--- config.mk ---
export PLATFORM = sky130hd
export DESIGN_NAME = flag_event_queue_flat
export DESIGN_NICKNAME = d
export VERILOG_FILES = /design/src/rtl/flag_event_queue_pkg.sv /design/src/rtl/flag_event_queue_if.sv /design/src/rtl/flag_event_queue_fifo.sv /design/src/rtl/flag_event_queue.sv /design/src/flat_wrapper.sv
export SDC_FILE = /design/constraint.sdc
export NUM_CORES = 1
export LEC_CHECK = 0
export ABC_CLOCK_PERIOD_IN_PS = 2700
export CORE_ASPECT_RATIO = 0.5
export CORE_MARGIN = 5
export CORE_UTILIZATION = 54
export CTS_CLUSTER_SIZE = 16
export DETAILED_ROUTE_END_ITERATION = 16
export GPL_ROUTABILITY_DRIVEN = 0
export MAX_ROUTING_LAYER = met4
export PLACE_DENSITY_LB_ADDON = 0.08
export SYNTH_ARGS = -nofsm -noshare
export SYNTH_HDL_FRONTEND = slang
export SYNTH_HIERARCHICAL = 1
export SYNTH_SLANG_ARGS = --single-unit
--- constraint.sdc ---
create_clock -name clk -period 2.7 [get_ports clk]
set_input_delay 0.54 -clock clk [delete_from_list [all_inputs] [get_ports clk]]
set_output_delay 0.54 -clock clk [all_outputs]
set_load 0.005 [all_outputs]
--- src/rtl/flag_event_queue_pkg.sv ---
// Shared constants and sizing helpers for the flag event queue.
package flag_evt_pkg;

  localparam int DEF_DATA_W = 8;
  localparam int DEF_DEPTH  = 4;
  localparam int DEF_CNT_W  = 8;

  // Pointer width: address bits plus one wrap bit, so full and empty can be told apart.
  function automatic int ptrW(input int depth);
    return $clog2(depth) + 1;
  endfunction

  // Largest value a CNT_W-bit saturating counter may hold.
  function automatic int cntMax(input int w);
    return (1 << w) - 1;
  endfunction

  localparam int CNT_MAX = cntMax(DEF_CNT_W);

endpackage

--- src/rtl/flag_event_queue_if.sv ---
// Valid/ready event stream between the queue and its downstream consumer.
interface flag_event_queue_if #(
  parameter int DATA_W = 8
);
  logic              out_valid;
  logic [DATA_W-1:0] out_data;
  logic              out_ready;

  modport master (output out_valid, output out_data, input out_ready);
  modport slave  (input out_valid, input out_data, output out_ready);
endinterface

--- src/rtl/flag_event_queue_fifo.sv ---
// evt_fifo_core: register-array FIFO with wrap-bit pointers, first-word fall-through read.
module evt_fifo_core
  import flag_evt_pkg::*;
#(
  parameter int DATA_W = DEF_DATA_W,
  parameter int DEPTH  = DEF_DEPTH
) (
  input  logic                   clk,
  input  logic                   rst_n,
  input  logic                   push,
  input  logic                   pop,
  input  logic [DATA_W-1:0]      wrData,
  output logic [DATA_W-1:0]      rdData,
  output logic                   full,
  output logic                   empty,
  output logic [$clog2(DEPTH):0] level
);

  localparam int PW = ptrW(DEPTH);
  localparam int AW = PW - 1;

  logic [DEPTH-1:0][DATA_W-1:0] mem;
  logic [PW-1:0]                wrPtr;
  logic [PW-1:0]                rdPtr;

  // Storage is cleared on reset so the head reads 0 while empty after reset.
  always_ff @(posedge clk or negedge rst_n) begin
    if (!rst_n) begin
      mem <= '0;
    end else if (push) begin
      mem[wrPtr[AW-1:0]] <= wrData;
    end
  end

  // Pointers roll over naturally; the top bit flags an odd number of wraps.
  always_ff @(posedge clk or negedge rst_n) begin
    if (!rst_n) begin
      wrPtr <= '0;
      rdPtr <= '0;
    end else begin
      if (push) wrPtr <= wrPtr + 1'b1;
      if (pop)  rdPtr <= rdPtr + 1'b1;
    end
  end

  // Status and head data are derived combinationally from the pointers.
  always_comb begin
    empty  = (wrPtr == rdPtr);
    full   = (wrPtr[AW-1:0] == rdPtr[AW-1:0]) && (wrPtr[AW] != rdPtr[AW]);
    level  = wrPtr - rdPtr;
    rdData = mem[rdPtr[AW-1:0]];
  end

endmodule

--- src/rtl/flag_event_queue.sv ---
// flag_event_queue: captures data on each crossed flag pulse, queues it, and
// counts events lost to a full queue.
module flag_event_queue
  import flag_evt_pkg::*;
#(
  parameter int DATA_W = DEF_DATA_W,
  parameter int DEPTH  = DEF_DEPTH,
  parameter int CNT_W  = DEF_CNT_W
) (
  input  logic                   clk,
  input  logic                   rst_n,
  input  logic                   flag_in,
  input  logic [DATA_W-1:0]      data_in,
  flag_event_queue_if.master     evIf,
  output logic [$clog2(DEPTH):0] level,
  output logic                   overflow,
  output logic [CNT_W-1:0]       drop_cnt,
  input  logic                   clr_ovf
);

  localparam logic [CNT_W-1:0] CNT_TOP = CNT_W'(cntMax(CNT_W));

  logic full;
  logic empty;
  logic pop;
  logic push;
  logic drop;

  // A full queue still accepts an event when the head leaves in the same cycle.
  always_comb begin
    pop  = !empty && evIf.out_ready;
    push = flag_in && (!full || pop);
    drop = flag_in && full && !pop;
  end

  assign evIf.out_valid = !empty;

  evt_fifo_core #(
    .DATA_W (DATA_W),
    .DEPTH  (DEPTH)
  ) uFifo (
    .clk    (clk),
    .rst_n  (rst_n),
    .push   (push),
    .pop    (pop),
    .wrData (data_in),
    .rdData (evIf.out_data),
    .full   (full),
    .empty  (empty),
    .level  (level)
  );

  // Sticky overflow and saturating drop count; a drop coinciding with a clear
  // is recorded as the first event after the clear.
  always_ff @(posedge clk or negedge rst_n) begin
    if (!rst_n) begin
      overflow <= 1'b0;
      drop_cnt <= '0;
    end else if (drop) begin
      overflow <= 1'b1;
      if (clr_ovf)                drop_cnt <= CNT_W'(1);
      else if (drop_cnt != CNT_TOP) drop_cnt <= drop_cnt + 1'b1;
    end else if (clr_ovf) begin
      overflow <= 1'b0;
      drop_cnt <= '0;
    end
  end

endmodule

--- src/flat_wrapper.sv ---
// flat-port wrapper written by rule: the top's interface ports become plain ports
module flag_event_queue_flat import flag_evt_pkg::*;
#(
  parameter int DATA_W = DEF_DATA_W,
  parameter int DEPTH  = DEF_DEPTH,
  parameter int CNT_W  = DEF_CNT_W
)
  (clk, rst_n, flag_in, data_in, level, overflow, drop_cnt, clr_ovf, evIf_out_valid, evIf_out_data, evIf_out_ready);
  flag_event_queue_if #(.DATA_W(DATA_W)) evIf_i ();
  input  logic clk;
  input  logic rst_n;
  input  logic flag_in;
  input  logic [DATA_W-1:0] data_in;
  output logic [$clog2(DEPTH):0] level;
  output logic overflow;
  output logic [CNT_W-1:0] drop_cnt;
  input  logic clr_ovf;
  output wire logic [$bits(evIf_i.out_valid)-1:0] evIf_out_valid;
  output wire logic [$bits(evIf_i.out_data)-1:0] evIf_out_data;
  input wire logic [$bits(evIf_i.out_ready)-1:0] evIf_out_ready;
  assign evIf_out_valid = evIf_i.out_valid;
  assign evIf_out_data = evIf_i.out_data;
  assign evIf_i.out_ready = evIf_out_ready;
  flag_event_queue #(.DATA_W(DATA_W), .DEPTH(DEPTH), .CNT_W(CNT_W)) u_core (.clk(clk), .rst_n(rst_n), .flag_in(flag_in), .data_in(data_in), .evIf(evIf_i), .level(level), .overflow(overflow), .drop_cnt(drop_cnt), .clr_ovf(clr_ovf));
endmodule
== Yosys cells after proc, flatten, opt, wreduce, memory -nomap -nowiden ==
Index checks and enable logic that the tools add are counted.
Operators by class
  $add $sub $neg: 4
  order comparisons: 3
  eq/ne operators: 4
  mux-type cells: 11
  reductions and logical operators: 13
Operators by type and width (count)
  2-to-1 mux 8 bit: 6
  bitwise mux 32 bit: 1
  binary-select mux 8 bit (select 2 bit): 1
  demux 8 bit (select 2 bit): 1
  adder 8 x 1 -> 8 bit, second input constant: 1
  != test 8 bit, second input constant: 1
  adder 3 x 1 -> 3 bit, second input constant: 2
  logical AND 1 bit: 6
  less-than comparator 2 x 3 -> 1 bit, second input constant: 2
  nonzero test 2 bit: 2
  equality test 3 bit: 1
  zero test 1 bit: 3
  subtractor 3 bit: 1
  equality test 2 bit: 1
  greater-or-equal comparator 2 x 1 -> 1 bit, second input constant: 1
  2-to-1 mux 1 bit: 2
  AND reduction 2 bit: 1
  logical OR 1 bit: 1
  != test 1 bit: 1
Word-level totals
  bits in registers: 47
  bits of input ports: 13
  output and inout bits: 21
  logic and storage cells: 43

== Depth between registers and ports, before layout ==
  depth in word-level cells: 7
  gate-level depth with buffers: 10
  depth with buffers taken out: 8

== By module ==
Netlist, hierarchy kept.
By module, submodules not included
  evt_fifo_core: times used 1, cells an instance 112, area each 1754.2 µm², sequential area each 950.9 µm²
  flag_event_queue: times used 1, cells an instance 58, area each 566.8 µm², sequential area each 225.2 µm²

== Worst setup path before layout ==
Ideal clock, no wire load.
  kind: reg-to-reg
  from: register u_core.uFifo.rdPtr[1]
  to: register u_core.drop_cnt[5]
  library setup time: 0.128 ns
  arrival time: 1.983 ns
  data required time: 2.572 ns
  slack: 0.590 ns
  cell stages (with the launch flop): 10
  buffers on the path: 1
  clock period less this slack: 2.110 ns
  cells stage by stage: dfrtp_1 buf_2 inv_1 ha_1 nand2_1 nor2b_1 and2_4 nand3_1 a2111oi_4 mux2_1
On the way
  elaborated cells on any way between the ends: 11
  classes of those cells: 2 x eq/ne; 1 x mux; 8 x reduce/logical
RTL lines
  from (decl): line flag_event_queue_fifo.sv:24  | logic [PW-1:0] rdPtr;
  from (signal assigned): line flag_event_queue_fifo.sv:42  | if (pop) rdPtr <= rdPtr + 1'b1;
  equality test 2 bit *: line flag_event_queue_fifo.sv:49  | full = (wrPtr[AW-1:0] == rdPtr[AW-1:0]) && (wrPtr[AW] != rdPtr[AW]);
  logical AND 1 bit *: line flag_event_queue_fifo.sv:49
  via u_core.full: line flag_event_queue.sv:23  | logic full;
  logical AND 1 bit * (2 in a row): line flag_event_queue.sv:33  | drop = flag_in && full && !pop;
  nonzero test 2 bit (no line)
  AND reduction 2 bit (no line)
  to (signal assigned): line flag_event_queue.sv:62  | else if (drop_cnt != CNT_TOP) drop_cnt <= drop_cnt + 1'b1;
  to (decl): line flag_event_queue.sv:17  | output logic [CNT_W-1:0] drop_cnt,
The timed path passes the listed nets; every way through them passes the cells marked *.
A chain may end at the register's enable or synchronous reset.

== Final worst setup path ==
  from: register u_core.uFifo.wrPtr[0]
  to: output level[2]
On the way
  cells in the longest elaborated chain, start to end: 1
RTL lines
  from (decl): line flag_event_queue_fifo.sv:23  | logic [PW-1:0] wrPtr;
  from (signal assigned): line flag_event_queue_fifo.sv:41  | if (push) wrPtr <= wrPtr + 1'b1;
  subtractor 3 bit: line flag_event_queue_fifo.sv:50  | level = wrPtr - rdPtr;
  to (decl): line flat_wrapper.sv:14  | output logic [$clog2(DEPTH):0] level;
No other way between the ends.

==> flow_metrics.tcl <==
set metrics [dict create \
    synthCells 170 \
    row_count 16 \
    drt_iter0_markers 28 \
    fin_total_pwr_mw 3.165 \
    cts_buffers 5 \
    die-area_sq_um 5789 \
    setup-tns-final_ns 0 \
    finalSetupViolations 0 \
    worstMarginPinSlew_ns 0.4392 \
    h-tree-depth 2 \
    rsz0062_at_grt "false" \
    ant_nets 0 \
    grt_usage 0.1748 \
    nets 234 \
    drv_cap 0 \
    fmax_mhz 382.8 \
    initial_core_util 0.5768 \
    synth-seq-cells 47 \
    crit_fanout 3 \
    drtPass1Iterations 4 \
    clkTransAtPathRegs_ns 0.09 \
    ir_drop_mv 0.4156 \
    final_layout_size_suffix_gt1_frac 0.3113 \
    ys_seq_area_frac 0.5067 \
    cp.required_ns 2.16 \
    grt-ovfl-total 0 \
    p_leak_nw 1.185 \
    synth_cell_type_count 37 \
    hpwl_um 3247 \
    period_minus_slack_ns 2.613 \
    status "finished clean" \
    viasPerCell 5.583 \
    root_buffer "clkbuf_8" \
    fin_crit_sh 0.9676 \
    drc 0 \
    crit_path_end_kind "output pin" \
    fillers 305 \
    io_pins 34 \
    num_vias 1485 \
    grt_pass1_vias 1620 \
    synthToLayoutAreaGrowth_pct 21.29 \
    wirelength_um 4521 \
    mostFrequentLayoutCells "dfrtp_1, mux2_2, clkdlybuf4s50_1" \
    syn_area_sq_um 2321 \
    cts_tree "done" \
    cts_max_path_buffers 2 \
    final_common_cell "dfrtp_1" \
    grt_pass1_wl_um 7631 \
    wl_per_cell_um 17.00 \
    die_y_um 56.36 \
    cts.sinks 47 \
    port_buffers 33 \
    cp.arrival_ns 2.07 \
    crit_type "reg -> out" \
    antenna_found_initial 0 \
    synth_fp_nets 192 \
    clk_latency_ns 0.30 \
    fin_skew_ns 0.007417 \
    die_x_um 102.7 \
    syn_area_per_cell_sq_um 13.65 \
    grt_max_degree 21 \
    core_sq_um 4024 \
    hold_path_class "in -> async" \
    power_density_nw_per_um2 1124 \
    finalHoldViolCount 0 \
    critPathLaunchType "flop" \
    yosysWarnings 6 \
    antenna_cells 0 \
    slew_headroom 0.7063 \
    maxSlewViolCount 0 \
]
kinds of logic after synthesis:
group,synth area share
flip-flops,0.5067
XOR/XNOR,0.02265
multiplexers,0.2469
AO/OA/AOI/OAI,0.05122
adder cells (fa/ha/maj),0.05175
buffers and inverters,0.02803
AND/OR/NAND/NOR,0.09272
cells in the mapped netlist, drive strengths merged:
cell	number	area (sq um)
fa	1	20.02
o311ai	1	8.760
mux2i	1	10.01
nor2	5	26.27
a211o	1	8.760
o21ba	1	10.01
mux4	8	180.2
ha	8	100.1
clkbuf	1	3.750
and4bb	1	12.51
a21oi	3	15.01
nand4	1	6.260
and4b	1	10.01
xor2	3	26.28
nand2	12	55.05
a31oi	1	6.260
mux2	34	382.9
a21boi	1	7.510
dfrtp	47	1176
a2111oi	1	27.53
nand3	3	15.01
nand2b	4	32.53
and2	3	23.78
o21ai	4	20.02
inv	10	37.54
nor3	3	15.01
a211oi	2	15.01
xnor2	3	26.28
buf	3	23.77
nor2b	3	18.77
worst paths after layout:
path	from	to	slack [ns]	cells after the start
min in group clk	u_core/uFifo/rdPtr[2]	u_core/uFifo/rdPtr[2]	0.50	1
setup / recovery	u_core/uFifo/wrPtr[0]	level[2]	0.09	6
setup reg to reg	u_core/uFifo/rdPtr[0]	u_core/drop_cnt[5]	0.46	7
hold reg to reg	u_core/uFifo/rdPtr[2]	u_core/uFifo/rdPtr[2]	0.50	1
max in group asynchronous	rst_n	u_core/uFifo/rdPtr[0]	1.98	2
hold / removal	rst_n	u_core/uFifo/mem[29]	0.12	1
what timing repair did:
item | CTS | global route
hold buffers | 0 | 0
buffers inserted | 0 | 1
setup endpoints to repair | 0 | 1
endpoints found under the hold margin | 0 | 0
resized for setup | 0 | 1
final cells by class:
type | instances | area (sq um) | share of cell area
flip-flops and latches | 47 | 1177 | 0.4182
clock buffers | 5 | 68.82 | 0.02444
inverters | 10 | 37.54 | 0.01333
repair buffers | 39 | 370.4 | 0.1316
clock inverters | 2 | 13.76 | 0.004889
well taps | 54 | 67.56 | 0.02400
multi-input cells | 109 | 1080 | 0.3836
stage by stage:
| step | utilization | instance area, sq um | hold slack, ns | cells | worst slack, ns |
|---|---|---|---|---|---|
| 2_1_floorplan | - | 2321 | 0.2444 | 170 | 0.5896 |
| 3_3_place_gp | 0.6769 | 2724 | 0.4356 | 258 | 0.3665 |
| 3_5_place_dp | 0.6769 | 2724 | 0.4463 | 258 | 0.3410 |
| 4_1_cts | 0.6975 | 2806 | 0.1174 | 265 | 0.0003471 |
| 5_1_grt | 0.6996 | 2815 | 0.1255 | 266 | 0.02731 |
| 6_report | 0.6996 | 2815 | 0.1185 | 266 | 0.08739 |
power breakdown:
group,total [mW],switching (mW),internal [mW]
Clock,0.408,0.231,0.177
Sequential,1.20,0.185,1.02
Combinational,1.56,0.568,0.988
critical path: stages (launching register included):
cell and delay (ns):
dfrtp_1 0.40, inv_1 0.11, ha_1 0.16, inv_1 0.05
fa_1 0.38, xnor2_1 0.17, clkdlybuf4s50_1 0.52
metal layers:
| metal | vias to the layer above | wire length [um] | track usage |
|---|---|---|---|
| met1 | 771 | 2138 | 0.2324 |
| li1 | 682 | - | - |
| met2 | 30 | 2158 | 0.2642 |
| met5 | - | 0 | - |
| met4 | 0 | 26 | 0.05981 |
| met3 | 2 | 198 | 0.04079 |
flip-flops by register name, indices dropped and copies added (netlist names):
signal and cells:
u_core/drop_cnt 8, u_core/overflow 1, u_core/uFifo/rdPtr 3, u_core/uFifo/mem 32, u_core/uFifo/wrPtr 3
(Power assumes the default switching activity.)
